$ cat src/rtl/trace_drain_controller.sv
// trace_drain_controller
//   Takes completed trace records from the writeback tracker, stamps each one
//   with a free-running cycle count, queues it in a small FIFO and streams it
//   out as one header beat (timestamp) followed by RECORD_WIDTH/OUT_WIDTH body
//   beats, least-significant word first. When the FIFO is full, new records are
//   dropped and counted so a stalled consumer never stalls the core.
//
// Ports
//   clk, rst             clock; asynchronous active-low reset
//   enable_i             gates record capture only; draining continues when low
//   flush_i              one-cycle pulse, discards all queued records
//   trace_data_ready     record strobe, one cycle per record
//   trace_record_i       packed trace record
//   out_valid_o/out_data_o/out_last_o/out_ready_i   output beat stream
//   fifo_level_o         queued records, not counting the one being serialized
//   drop_count_o         saturating count of records lost to a full FIFO
//   busy_o               serializer active or records queued
//
// state  | meaning
// -------+-------------------------------------------------------------
// IDLE   | serializer empty, waiting for a queued record
// HEADER | presenting the stored timestamp beat
// BODY   | presenting record words, index 0 .. RECORD_WIDTH/OUT_WIDTH-1

module trace_drain_controller #(
  parameter int RECORD_WIDTH = 128,
  parameter int OUT_WIDTH    = 32,
  parameter int FIFO_DEPTH   = 8,
  parameter int DROP_WIDTH   = 16,
  localparam int LVL_W       = $clog2(FIFO_DEPTH) + 1
) (
  input  logic                    clk,
  input  logic                    rst,
  input  logic                    enable_i,
  input  logic                    flush_i,
  input  logic                    trace_data_ready,
  input  logic [RECORD_WIDTH-1:0] trace_record_i,
  output logic                    out_valid_o,
  output logic [OUT_WIDTH-1:0]    out_data_o,
  output logic                    out_last_o,
  input  logic                    out_ready_i,
  output logic [LVL_W-1:0]        fifo_level_o,
  output logic [DROP_WIDTH-1:0]   drop_count_o,
  output logic                    busy_o
);

  localparam int BEATS   = RECORD_WIDTH / OUT_WIDTH;
  localparam int IDX_W   = (BEATS > 1) ? $clog2(BEATS) : 1;
  localparam int PTR_W   = (FIFO_DEPTH > 1) ? $clog2(FIFO_DEPTH) : 1;
  localparam int ENTRY_W = OUT_WIDTH + RECORD_WIDTH;
  localparam logic [IDX_W-1:0] LAST_IDX = IDX_W'(BEATS - 1);

  typedef enum logic [1:0] {
    ST_IDLE   = 2'd0,
    ST_HEADER = 2'd1,
    ST_BODY   = 2'd2
  } state_e;

  state_e                  state_q, state_d;
  logic [OUT_WIDTH-1:0]    ts_q;
  logic [ENTRY_W-1:0]      mem_q [FIFO_DEPTH];
  logic [PTR_W-1:0]        wr_ptr_q, rd_ptr_q;
  logic [LVL_W-1:0]        level_q;
  logic [DROP_WIDTH-1:0]   drop_q;
  logic [OUT_WIDTH-1:0]    hdr_q, hdr_d;
  logic [RECORD_WIDTH-1:0] rec_q, rec_d;
  logic [IDX_W-1:0]        idx_q, idx_d;

  logic strobe_en;
  logic fifo_full;
  logic fifo_empty;
  logic push;
  logic drop;
  logic pop;

  // Full is judged on the registered level, so a same-cycle pop never
  // makes room for an incoming record.
  assign strobe_en  = trace_data_ready & enable_i & ~flush_i;
  assign fifo_full  = (level_q == LVL_W'(FIFO_DEPTH));
  assign fifo_empty = (level_q == '0);
  assign push       = strobe_en & ~fifo_full;
  assign drop       = strobe_en & fifo_full;

  // ------------------------------------------------------------------
  // Timestamp
  // ------------------------------------------------------------------
  always_ff @(posedge clk or negedge rst) begin
    if (!rst) ts_q <= '0;
    else      ts_q <= ts_q + OUT_WIDTH'(1);
  end

  // ------------------------------------------------------------------
  // Record FIFO: entry = {timestamp, record}
  // ------------------------------------------------------------------
  always_ff @(posedge clk) begin
    if (push) mem_q[wr_ptr_q] <= {ts_q, trace_record_i};
  end

  always_ff @(posedge clk or negedge rst) begin
    if (!rst) begin
      wr_ptr_q <= '0;
      rd_ptr_q <= '0;
      level_q  <= '0;
    end else if (flush_i) begin
      wr_ptr_q <= '0;
      rd_ptr_q <= '0;
      level_q  <= '0;
    end else begin
      if (push) wr_ptr_q <= wr_ptr_q + PTR_W'(1);
      if (pop)  rd_ptr_q <= rd_ptr_q + PTR_W'(1);
      level_q <= level_q + LVL_W'(push) - LVL_W'(pop);
    end
  end

  always_ff @(posedge clk or negedge rst) begin
    if (!rst)                       drop_q <= '0;
    else if (drop && (drop_q != '1)) drop_q <= drop_q + DROP_WIDTH'(1);
  end

  // ------------------------------------------------------------------
  // Serializer FSM
  // ------------------------------------------------------------------
  always_ff @(posedge clk or negedge rst) begin
    if (!rst) begin
      state_q <= ST_IDLE;
      hdr_q   <= '0;
      rec_q   <= '0;
      idx_q   <= '0;
    end else begin
      state_q <= state_d;
      hdr_q   <= hdr_d;
      rec_q   <= rec_d;
      idx_q   <= idx_d;
    end
  end

  always_comb begin
    state_d     = state_q;
    hdr_d       = hdr_q;
    rec_d       = rec_q;
    idx_d       = idx_q;
    pop         = 1'b0;
    out_valid_o = 1'b0;
    out_data_o  = '0;
    out_last_o  = 1'b0;

    case (state_q)
      ST_IDLE: begin
        // A flush in the same cycle wins over loading a queued record.
        if (!fifo_empty && !flush_i) begin
          pop            = 1'b1;
          {hdr_d, rec_d} = mem_q[rd_ptr_q];
          state_d        = ST_HEADER;
        end
      end

      ST_HEADER: begin
        out_valid_o = 1'b1;
        out_data_o  = hdr_q;
        if (out_ready_i) begin
          idx_d   = '0;
          state_d = ST_BODY;
        end
      end

      ST_BODY: begin
        out_valid_o = 1'b1;
        out_data_o  = rec_q[OUT_WIDTH-1:0];
        out_last_o  = (idx_q == LAST_IDX);
        if (out_ready_i) begin
          if (idx_q == LAST_IDX) begin
            // Chain straight into the next header to avoid a bubble.
            if (!fifo_empty && !flush_i) begin
              pop            = 1'b1;
              {hdr_d, rec_d} = mem_q[rd_ptr_q];
              state_d        = ST_HEADER;
            end else begin
              state_d = ST_IDLE;
            end
          end else begin
            rec_d = rec_q >> OUT_WIDTH;
            idx_d = idx_q + IDX_W'(1);
          end
        end
      end

      default: state_d = ST_IDLE;
    endcase
  end

  assign fifo_level_o = level_q;
  assign drop_count_o = drop_q;
  assign busy_o       = (state_q != ST_IDLE) || !fifo_empty;

endmodule

$ cat config.mk
export PLATFORM = sky130hd
export DESIGN_NAME = trace_drain_controller
export DESIGN_NICKNAME = d
export VERILOG_FILES = /design/src/rtl/trace_drain_controller.sv
export SDC_FILE = /design/constraint.sdc
export NUM_CORES = 1
export LEC_CHECK = 0
export ABC_CLOCK_PERIOD_IN_PS = 14950
export CORE_ASPECT_RATIO = 0.9
export CORE_MARGIN = 10
export CORE_UTILIZATION = 63
export CTS_BUF_LIST = sky130_fd_sc_hd__clkbuf_4 sky130_fd_sc_hd__clkbuf_8
export CTS_CLUSTER_SIZE = 25
export DETAILED_ROUTE_END_ITERATION = 12
export PLACE_DENSITY = 0.82
export SLEW_MARGIN = 40
export SYNTH_ARGS = -nofsm -noshare
export SYNTH_HDL_FRONTEND = slang
export SYNTH_SLANG_ARGS = --single-unit
$ cat constraint.sdc
create_clock -name clk -period 14.95 [get_ports clk]
set_input_delay 2.99 -clock clk [delete_from_list [all_inputs] [get_ports clk]]
set_output_delay 2.99 -clock clk [all_outputs]
set_load 0.02 [all_outputs]
After elaboration in Yosys (flattened, before gate mapping)
Memory sizes are Yosys's and may differ from the RTL's. Index checks and enable logic that the tools add are counted.

Register bits: 222. Bits in latches: 0. Bits in writable memories: 1280. Bits in read-only memories: 0. Input port bits: 134. Output and inout port bits: 55. Word-level logic and storage cells: 82. Memories: 1.

Add/sub/neg operators: 7. Multiply operators: 0. Divide/modulo/power cells: 0. $lt $le $gt $ge: 0. Eq/ne operators: 10. Shift operators: 0. Mux-type cells: 32. Bitwise logic cells: 6. Reduce and logical (&&, ||, !) cells: 17.

Memory list: mem_q (depth 8, width 160, rd ports 1, clocked after memory_dff 0, write ports 1, line 61) `logic [ENTRY_W-1:0] mem_q [FIFO_DEPTH];`.

Operators with widths (count): two-way mux 128 bit (3); one-hot mux 128 bit (2 select lines) (1); one-hot mux 32 bit (2 select lines) (2); two-way mux 32 bit (3); adder 32 x 1 -> 32 bit (second input constant) (1); adder 16 x 1 -> 16 bit (second input constant) (1); != test 16 bit (second input constant) (1); two-way mux 2 bit (7); two-way mux 3 bit (4); != test 2 bit (second input constant) (5); nonzero test 2 bit (5); two-way mux 1 bit (8); AND reduction 4 bit (2); adder 3 x 1 -> 3 bit (second input constant) (2); one-hot mux 2 bit (3 select lines) (1); adder 4 x 1 -> 4 bit (1); bitwise AND 1 bit (4); equality test 2 bit (second input constant) (2); equality test 4 bit (second input constant) (1); logical NOT 4 bit (1); two-way mux 4 bit (1); one-hot mux 2 bit (2 select lines) (1); subtractor 4 x 1 -> 4 bit (1); AND reduction 3 bit (1); 10 further kinds (13).

Logic depth before layout (Yosys ltp)
Gate-level depths: netlist (run 1).

Depth after elaboration: 9. Depth in mapped cells: 12. Gate-level depth less buffers: 11.

Worst setup path before layout (run 1)
OpenSTA, ideal clock, no wires.

Kind: input -> register. Start: in trace_data_ready. End: mem mem_q[0][0] (netlist bit), enable pin. Setup time: 0.875 ns. Arrival time: 14.549 ns. Setup slack: -0.474 ns. Stages on the path: 4. Path buffers: 0. Path through: nand2_1 a211oi_1 nand2b_1 nor3_1.

Longest elaborated chain between the ends: 5.

RTL lines: start: declaration (line 36) `input logic trace_data_ready,`; bitwise AND 1 bit (2 in series) (line 78) `assign strobe_en = trace_data_ready & enable_i & ~flush_i;`; bitwise AND 1 bit (line 81) `assign push = strobe_en & ~fifo_full;`; two-way mux 1 bit (line 96) `if (push) mem_q[wr_ptr_q] <= {ts_q, trace_record_i};`; two-way mux 1 bit (implied by the code) (line 96); end: declaration (line 61).

No other way between the ends.

Worst setup path in the final report (run 1)
Start: in flush_i. End: mem mem_q[7][101] (netlist bit), enable pin.

Longest elaborated chain between the ends: 5.

RTL lines: start: declaration (line 35) `input logic flush_i,`; inverter 1 bit (line 78); bitwise AND 1 bit (line 78); bitwise AND 1 bit (line 81); two-way mux 1 bit (line 96); two-way mux 1 bit (implied by the code) (line 96).

No other way between the ends.

==> results of run 1 <==
state kept, by name (all words and copies together), names as in the netlist, 3 cells and up:
name and flops:
mem_q 1280, rec_q 128, hdr_q 32, ts_q 32, drop_count_o 16, fifo_level_o 4, rd_ptr_q 3, wr_ptr_q 3
stage by stage:
stage / total power (W) / setup WS (ns)
after global routing: 0.0107 / 8.53
after global placement: 0.00700 / 7.36
final: 0.0103 / 8.79
after CTS: 0.0103 / 8.55
after detailed placement: 0.00711 / 7.66
after floorplan: 0.00644 / 3.83
power breakdown:
part	switching, W	internal, W
registers	0.000255	0.00480
logic	0.00106	0.000929
clock network	0.00150	0.00174
placed cells by master (no fill, tap or decap), types with 4 or more instances in the layout:
cell type and n:
a21oi_1 100, a22oi_1 33, and3_1 6, buf_12 4, buf_16 5, buf_4 22, buf_6 23, clkbuf_4 94
clkbuf_8 236, clkdlybuf4s50_1 187, clkinv_1 43, clkinv_2 17, clkinvlp_4 4, dfrtp_1 219, diode_2 11, edfxtp_1 1280
ha_1 16, inv_1 112, mux2_2 97, mux2i_1 66, mux4_2 320, nand2_1 59, nand2b_1 6, nand3_1 14
nand4_1 18, nor2_1 23, nor2_4 6, nor2b_1 35, nor3_1 6, nor4_1 4, o21ai_0 5, o21ai_1 32
o22ai_1 96, o2bb2ai_1 32, xnor2_1 34, xor2_1 15
metal layers:
metal	track usage, %	part of all wire [%]	vias to the layer above
met5	0	0.042	-
met2	38.4	49	1698
met4	10.5	3.9	8
met1	33.9	37	14800
met3	5.67	10	274
li1	-	-	12000
worst max-delay path, cell delays in order:
cell and delay (ns):
clkdlybuf4s50_1 0.67, a211oi_2 0.54, nand2_1 0.37, nor2_4 0.71
buf_6 0.62, buf_4 0.62
cells by family (layout without fill, tap and decap cells):
kind of cell | Yosys count | count (layout) | share of synthesized area (%)
multiplexers | 483 | 483 | 15.5
flip-flops | 1502 | 1502 | 76.3
AO/OA/AOI/OAI | 308 | 308 | 3.28
AND/OR/NAND/NOR | 189 | 189 | 1.66
XOR/XNOR | 49 | 49 | 0.744
adder cells (fa/ha/maj) | 17 | 17 | 0.382
buffers and inverters | 263 | 760 | 2.11
other | 0 | 11 | 0
path summary, 6_finish.rpt:
kind                            slack (ns)  cells after the start                 endpoint
worst max-delay path                  8.79                      6  mem_q[7][101]$_DFFE_PP_
worst min-delay path                  0.49                      2    hdr_q[14]$_DFFE_PN0P_
worst max register to register       10.86                      9   rec_q[104]$_DFFE_PN0P_
worst min register to register        0.49                      2    hdr_q[14]$_DFFE_PN0P_
max in group asynchronous            10.86                      4   rec_q[109]$_DFFE_PN0P_
min in group asynchronous             1.99                      1  rd_ptr_q[2]$_DFFE_PN0P_
synthesized netlist by cell type:
| master | instances | area, µm² |
|---|---|---|
| edfxtp_1 | 1280 | 38400 |
| mux4_2 | 320 | 7210 |
| dfrtp_1 | 222 | 5560 |
| inv_1 | 112 | 420 |
| a21oi_1 | 100 | 500 |
| mux2_2 | 97 | 1090 |
| o22ai_1 | 96 | 601 |
| clkbuf_1 | 66 | 248 |
| mux2i_1 | 66 | 661 |
| nand2_1 | 59 | 221 |
| nor2b_1 | 35 | 219 |
| xnor2_1 | 34 | 298 |
| a22oi_1 | 33 | 248 |
| buf_2 | 33 | 165 |
| o21ai_1 | 33 | 165 |
| o2bb2ai_1 | 32 | 280 |
| nor2_1 | 29 | 109 |
| buf_1 | 20 | 75.1 |
| buf_6 | 18 | 203 |
| nand4_1 | 18 | 113 |
| ha_1 | 16 | 200 |
| xor2_1 | 15 | 131 |
| nand3_1 | 14 | 70.1 |
| buf_4 | 13 | 97.6 |
| nor3_1 | 8 | 40.0 |
| and3_1 | 6 | 37.5 |
| nand2b_1 | 6 | 37.5 |
| o21ai_0 | 5 | 25.0 |
| nor4_1 | 4 | 25.0 |
| a22o_1 | 3 | 26.3 |
| nor3_2 | 3 | 30.0 |
| a21o_1 | 2 | 15.0 |
| a31oi_1 | 2 | 12.5 |
| a211oi_1 | 1 | 7.51 |
| a32oi_1 | 1 | 8.76 |
| and2_1 | 1 | 6.26 |
| and4_1 | 1 | 8.76 |
| clkbuf_4 | 1 | 7.51 |
| fa_1 | 1 | 20.0 |
| nand3b_1 | 1 | 7.51 |
| nor3b_2 | 1 | 12.5 |
| or2_1 | 1 | 6.26 |
| or2_2 | 1 | 6.26 |
| or4_1 | 1 | 7.51 |
area by class of cell:
type                    instances  area, µm²
diodes                         11       27.5
clock buffers                 330       3950
clock inverters                75        459
fillers                      4946      25500
inverters                     112        420
multi-input cells            1046      12600
flip-flops and latches       1502      44000
well taps                    1230       1540
repair buffers                243       2540
==> metrics.md, run 1 <==
| Metric | Value |
|---|---|
| Die height | `just over 300 µm` |
| Maximum vdd drop | `around 0.10 mV` |
| CP startpoint | `flush_i` |
| Area grow syn2layout | `13.6%` |
| Fin. Hold Viols | `0` |
| Synth Warn # | `0` |
| Via-to-Cell Ratio | `between 6 and 7` |
| Starting Density | `a little under two thirds` |
| Worst-case hold slack | `about 0.5 ns` |
| Syn nets | `between 2000 and 3000` |
| Placer congestion estimate | `about 0.85` |
| Max-slew headroom | `between 40% and 50%` |
| Leakage power | `21.5 nW` |
| Largest net degree at the start of global routing | `around 100` |
| WL final | `between 100 and 150 mm` |
| Max Cap Viol | `0` |
| Nets | `approximately 3300` |
| Seq cells post-synth | `around 1500` |
| Number of H-tree levels | `4` |
| Clk Latency, worst-skew pair | `approximately 0.87 ns` |
| CTS resizes | `0` |
| # clock sinks | `~1500` |
| WP data required | `between 15 and 20 ns` |
| # Post-CTS Setup Buffers | `0` |
| Fin util | `approximately 70%` |
| Die area | `approximately 100000 µm²` |
| Period utilization | `41.2%` |
| CTS Buf Count | `215` |
| I/O pin count | `~190` |
| Hold Crit Start | `hdr_q[14]$_DFFE_PN0P_` |
| Yosys cell types | `44` |
| Core Area | `slightly above 90000 µm²` |
| Via count of the first global-routing pass | `between 20000 and 30000` |
| Finish-stage setup viols | `0` |
| Non-filler cells, final | `about 4500` |
| Root Buffer | `clkbuf_8` |
| Synthesized area per cell | `just over 20 µm²` |
| Layout Skew | `0.0442 ns` |
| Cts hold-fix bufs | `0` |
| Detail-routed net length per standard cell | `28.1 µm` |
| Proportion of layout cells with a drive suffix above 1 | `roughly 26%` |
| Post-Syn Area | `57700 µm²` |
| Buffers on Ports | `~190` |
| DP Cell Count | `a little over 4000` |
| Max-slew violations | `0` |
| Outcome | `complete, no violations` |
| Worst path arrival time | `6.65 ns` |
| Post-DP Area | `roughly 61000 µm²` |
| Worst Setup End Kind | `flip-flop` |
| DRT iter0 DRCs | `between 3000 and 4000` |
| RSZ-0062 raised after global routing | `false` |
| Total GRT Usage | `24.7%` |
| Pwr dens | `157 nW/µm²` |
| Post-DP HPWL | `between 70 and 80 mm` |
| Total Neg Setup Slack | `0 ns` |
| Minimum clock period | `6.16 ns` |
| Classification of the worst setup path | `in -> reg` |
| Design area | `approximately 66000 µm²` |
| Initial antenna violation count | `13` |
| Drt first pass iters | `6` |
| Cells after Synth | `2811` |
| Post-route ant nets | `0` |
| Slew @ Worst Pin | `0.892 ns` |
| Global route overflow | `0` |
| Global-route wire length before repair | `roughly 190 mm` |
| Drt drc | `0` |
| Worst setup SP type | `primary input` |
| Highest clock rate | `around 0.16 GHz` |
| Via count | `around 29000` |
| Post-synthesis sequential area ratio | `approximately three quarters` |
| Hold Path Class | `reg -> reg` |
| CTS tree | `yes` |
| Critical R2R Launch | `rd_ptr_q[1]$_DFFE_PN0P_` |
| Die boundary width | `~340 µm` |
| CP max FO | `52` |
| Longest Clk Path Bufs | `3` |
| Num rows | `105` |
| CTS clk-pin slew, worst paths | `roughly 0.060 ns` |
(Power assumes the default switching activity.)
==> inputs of run 2 (changes only) <==
--- a/config.mk
+++ b/config.mk
@@ -5,7 +5,7 @@
 export SDC_FILE = /design/constraint.sdc
 export NUM_CORES = 1
 export LEC_CHECK = 0
-export ABC_CLOCK_PERIOD_IN_PS = 14950
+export ABC_CLOCK_PERIOD_IN_PS = 5990
 export CORE_ASPECT_RATIO = 0.9
 export CORE_MARGIN = 10
 export CORE_UTILIZATION = 63
==> constraint.sdc (replaced) <==
create_clock -name clk -period 5.99 [get_ports clk]
set_input_delay 1.198 -clock clk [delete_from_list [all_inputs] [get_ports clk]]
set_output_delay 1.198 -clock clk [all_outputs]
set_load 0.02 [all_outputs]
==> run 2 against run 1 <==
- die area is the same
- register-to-register slack lost 8.0 ns
- non-clock buffer count shrank 5
- highest routed layer unchanged
==> metrics.md, run 2 (synthesized netlist as in run 1, its figures left out) <==
| Metric | Value |
|---|---|
| CTS clk-pin slew, worst paths | `0.07 ns (about the same)` |
| Slowest CP cell | `clkdlybuf4s50_1` |
| Hold Path Class | `in -> async` |
| Longest Clk Path Bufs | `3 (unchanged)` |
| Period utilization | `a little under 80%` |
| WP data required | `4.79 ns (-10.64 ns)` |
| Fin. Hold Viols | `0 (unchanged)` |
| CP startpoint | `state_q[0]$_DFFE_PN0P_` |
| Reg-to-Reg End | `fifo_level_o[1]$_DFF_PN0_` |
| Area grow syn2layout | `14.2%` |
| CTS tree | `yes` |
| Worst path arrival time | `3.44 ns (-3.21 ns)` |
| Max-slew headroom | `41.9% (+1.4 points)` |
| Reg2Reg Depth | `9 (unchanged)` |
| Via-to-Cell Ratio | `6.36 (+0.25%)` |
| Buffers on Ports | `188 (unchanged)` |
| Largest register FFs | `1280 (unchanged)` |
| Finish-stage setup viols | `0 (unchanged)` |
| Max Cap Viol | `0 (unchanged)` |
| Via count of the first global-routing pass | `30000 (+1.0%)` |
| Post-place setup slack | `1.83 ns (-5.83 ns)` |
| Critical R2R Launch | `state_q[0]$_DFFE_PN0P_` |
| Commonest non-fill, non-tap cell in the layout | `edfxtp_1` |
| Largest stage delay, worst path | `0.64 ns (-0.07 ns)` |
| Via count | `28900 (+0.23%)` |
| RSZ-0062 raised after global routing | `false` |
| Global route overflow | `0 (unchanged)` |
| Root Buffer | `clkbuf_8` |
| Worst setup margin | `1.35 ns (-7.44 ns)` |
| Placer congestion estimate | `0.895 (+5.4%)` |
| Clk Latency, worst-skew pair | `0.92 ns (+0.05 ns)` |
| Die boundary width | `339 µm (unchanged)` |
| Leakage power | `21.6 nW (+0.59%)` |
| Post-route ant nets | `0 (unchanged)` |
| Commonest cells after routing, fill and taps aside | `edfxtp_1, mux4_2, clkbuf_8` |
| CTS resizes | `0 (unchanged)` |
| Post-DP HPWL | `75.7 mm (-0.36%)` |
| Die height | `307 µm (unchanged)` |
| Overall power | `0.0259 W (+150%)` |
| Pwr dens | `394 nW/µm² (+150%)` |
| Initial antenna violation count | `19 (+6)` |
| Worst Setup End Kind | `output pin` |
| I/O pin count | `189 (unchanged)` |
| Num rows | `105 (unchanged)` |
| Slew @ Worst Pin | `0.871 ns (-0.0209 ns)` |
| Regs by FF count | `mem_q: 1280 flops, rec_q: 128 flops` |
| DP Cell Count | `4127 (-0.097%)` |
| Max-slew violations | `0 (unchanged)` |
| Core Area | `91000 µm² (unchanged)` |
| Critical-path cell list | `inv_1 -> ha_1 -> buf_4 -> a22oi_1 -> nor2b_1 -> clkdlybuf4s50_1` |
| Levels on crit path | `6 (unchanged)` |
| CTS Buf Count | `216 (+0.47%)` |
| Layout Skew | `0.0619 ns (+0.0177 ns)` |
| Global-route wire length before repair | `194 mm (+1.5%)` |
| Number of H-tree levels | `4 (unchanged)` |
| Worst setup SP type | `flip-flop` |
| Classification of the worst setup path | `reg -> out` |
| Largest net degree at the start of global routing | `193 (+86%)` |
| Starting Density | `63.3% (unchanged)` |
| Nets | `3267 (-0.12%)` |
| Flop2flop setup slack | `2.89 ns (-7.97 ns)` |
| Total GRT Usage | `25.0% (+0.30 points)` |
| Die area | `104000 µm² (unchanged)` |
| CP top delay family | `buffers and inverters` |
| Minimum clock period | `~4.6 ns` |
| Outcome | `complete, no violations` |
| Maximum vdd drop | `0.294 mV (+180%)` |
| Drt drc | `0 (unchanged)` |
| Non-filler cells, final | `4548 (-0.022%)` |
| Cts hold-fix bufs | `0 (unchanged)` |
| WL final | `129 mm (+0.89%)` |
| # clock sinks | `1502 (unchanged)` |
| Detail-routed net length per standard cell | `28.3 µm (+0.91%)` |
| Top reg by flops | `mem_q` |
| Highest clock rate | `about 0.22 GHz` |
| Drt first pass iters | `5 (-1)` |
| Buf/Inv on CP | `3 (unchanged)` |
| Proportion of layout cells with a drive suffix above 1 | `26.0% (+0.18 points)` |
| # Post-CTS Setup Buffers | `0 (unchanged)` |
| CP max FO | `24 (-54%)` |
| DRT iter0 DRCs | `3318 (-2.7%)` |
-- run 2: changes by cell type in the layout (fill, tap and decap cells not counted), sizes merged --
cell      before  now
clkbuf       330  341
clkinv        62   54
inv          118  124
buf           56   51
clkinvlp       4    0
diode         11   10
-- run 2: worst max-delay path by stage --
| stage | to | slack, ns |
|---|---|---|
| 2_1_floorplan | mem_q[3][0]$_DFFE_PP_ | -0.38 |
| 3_3_place_gp | mem_q[3][83]$_DFFE_PP_ | 1.79 |
| 3_5_place_dp | mem_q[7][114]$_DFFE_PP_ | 1.83 |
| 4_1_cts | out_data_o[22] | 1.31 |
| 5_1_grt | out_data_o[22] | 1.17 |
| 6_report | out_data_o[22] | 1.35 |
-- run 2: per-stage QoR --
stage / hold slack, ns / util (%) / TNS, ns / cell area (µm²)
2_1_floorplan: 0.456 / - / -341.70 / 57700
3_3_place_gp: 0.472 / 67.0 / 0 / 61000
3_5_place_dp: 0.474 / 67.2 / 0 / 61200
4_1_cts: 0.0659 / 72.3 / 0 / 65800
5_1_grt: 0.0947 / 72.3 / 0 / 65800
6_report: 0.120 / 72.3 / 0 / 65800
-- run 2: where the power goes --
part	switching, W	total (W)	internal [W]	leakage [nW]
clock	0.00387	0.00835	0.00448	2.45
combinational	0.00257	0.00488	0.00232	4.96
sequential	0.000699	0.0127	0.0120	14.2
-- run 2: worst register-to-register path, stage by stage, from the launching register on --
cell and delay [ns]:
dfrtp_1 0.45, inv_1 0.12, ha_1 0.62, a31oi_1 0.18
nor3_1 0.45, ha_1 0.34, inv_1 0.06, ha_1 0.18
fa_1 0.43, nor2b_1 0.14
-- run 2: area by class of cell --
cell class / instances / area [µm²]
fillers: 4948 / 25200
clock buffers: 341 / 4040
multi-input cells: 1046 / 12600
repair buffers: 238 / 2670
inverters: 112 / 420
diodes: 10 / 25.0
clock inverters: 69 / 568
flip-flops and latches: 1502 / 44000
well taps: 1230 / 1540
-- run 2: routing by layer --
layer	GRT usage, %	vias to the layer above	part of all wire [%]
li1	-	12000	-
met4	10.6	20	4.1
met5	0	-	0.11
met1	33.9	15000	38
met2	38.9	1564	49
met3	6.23	269	8.9
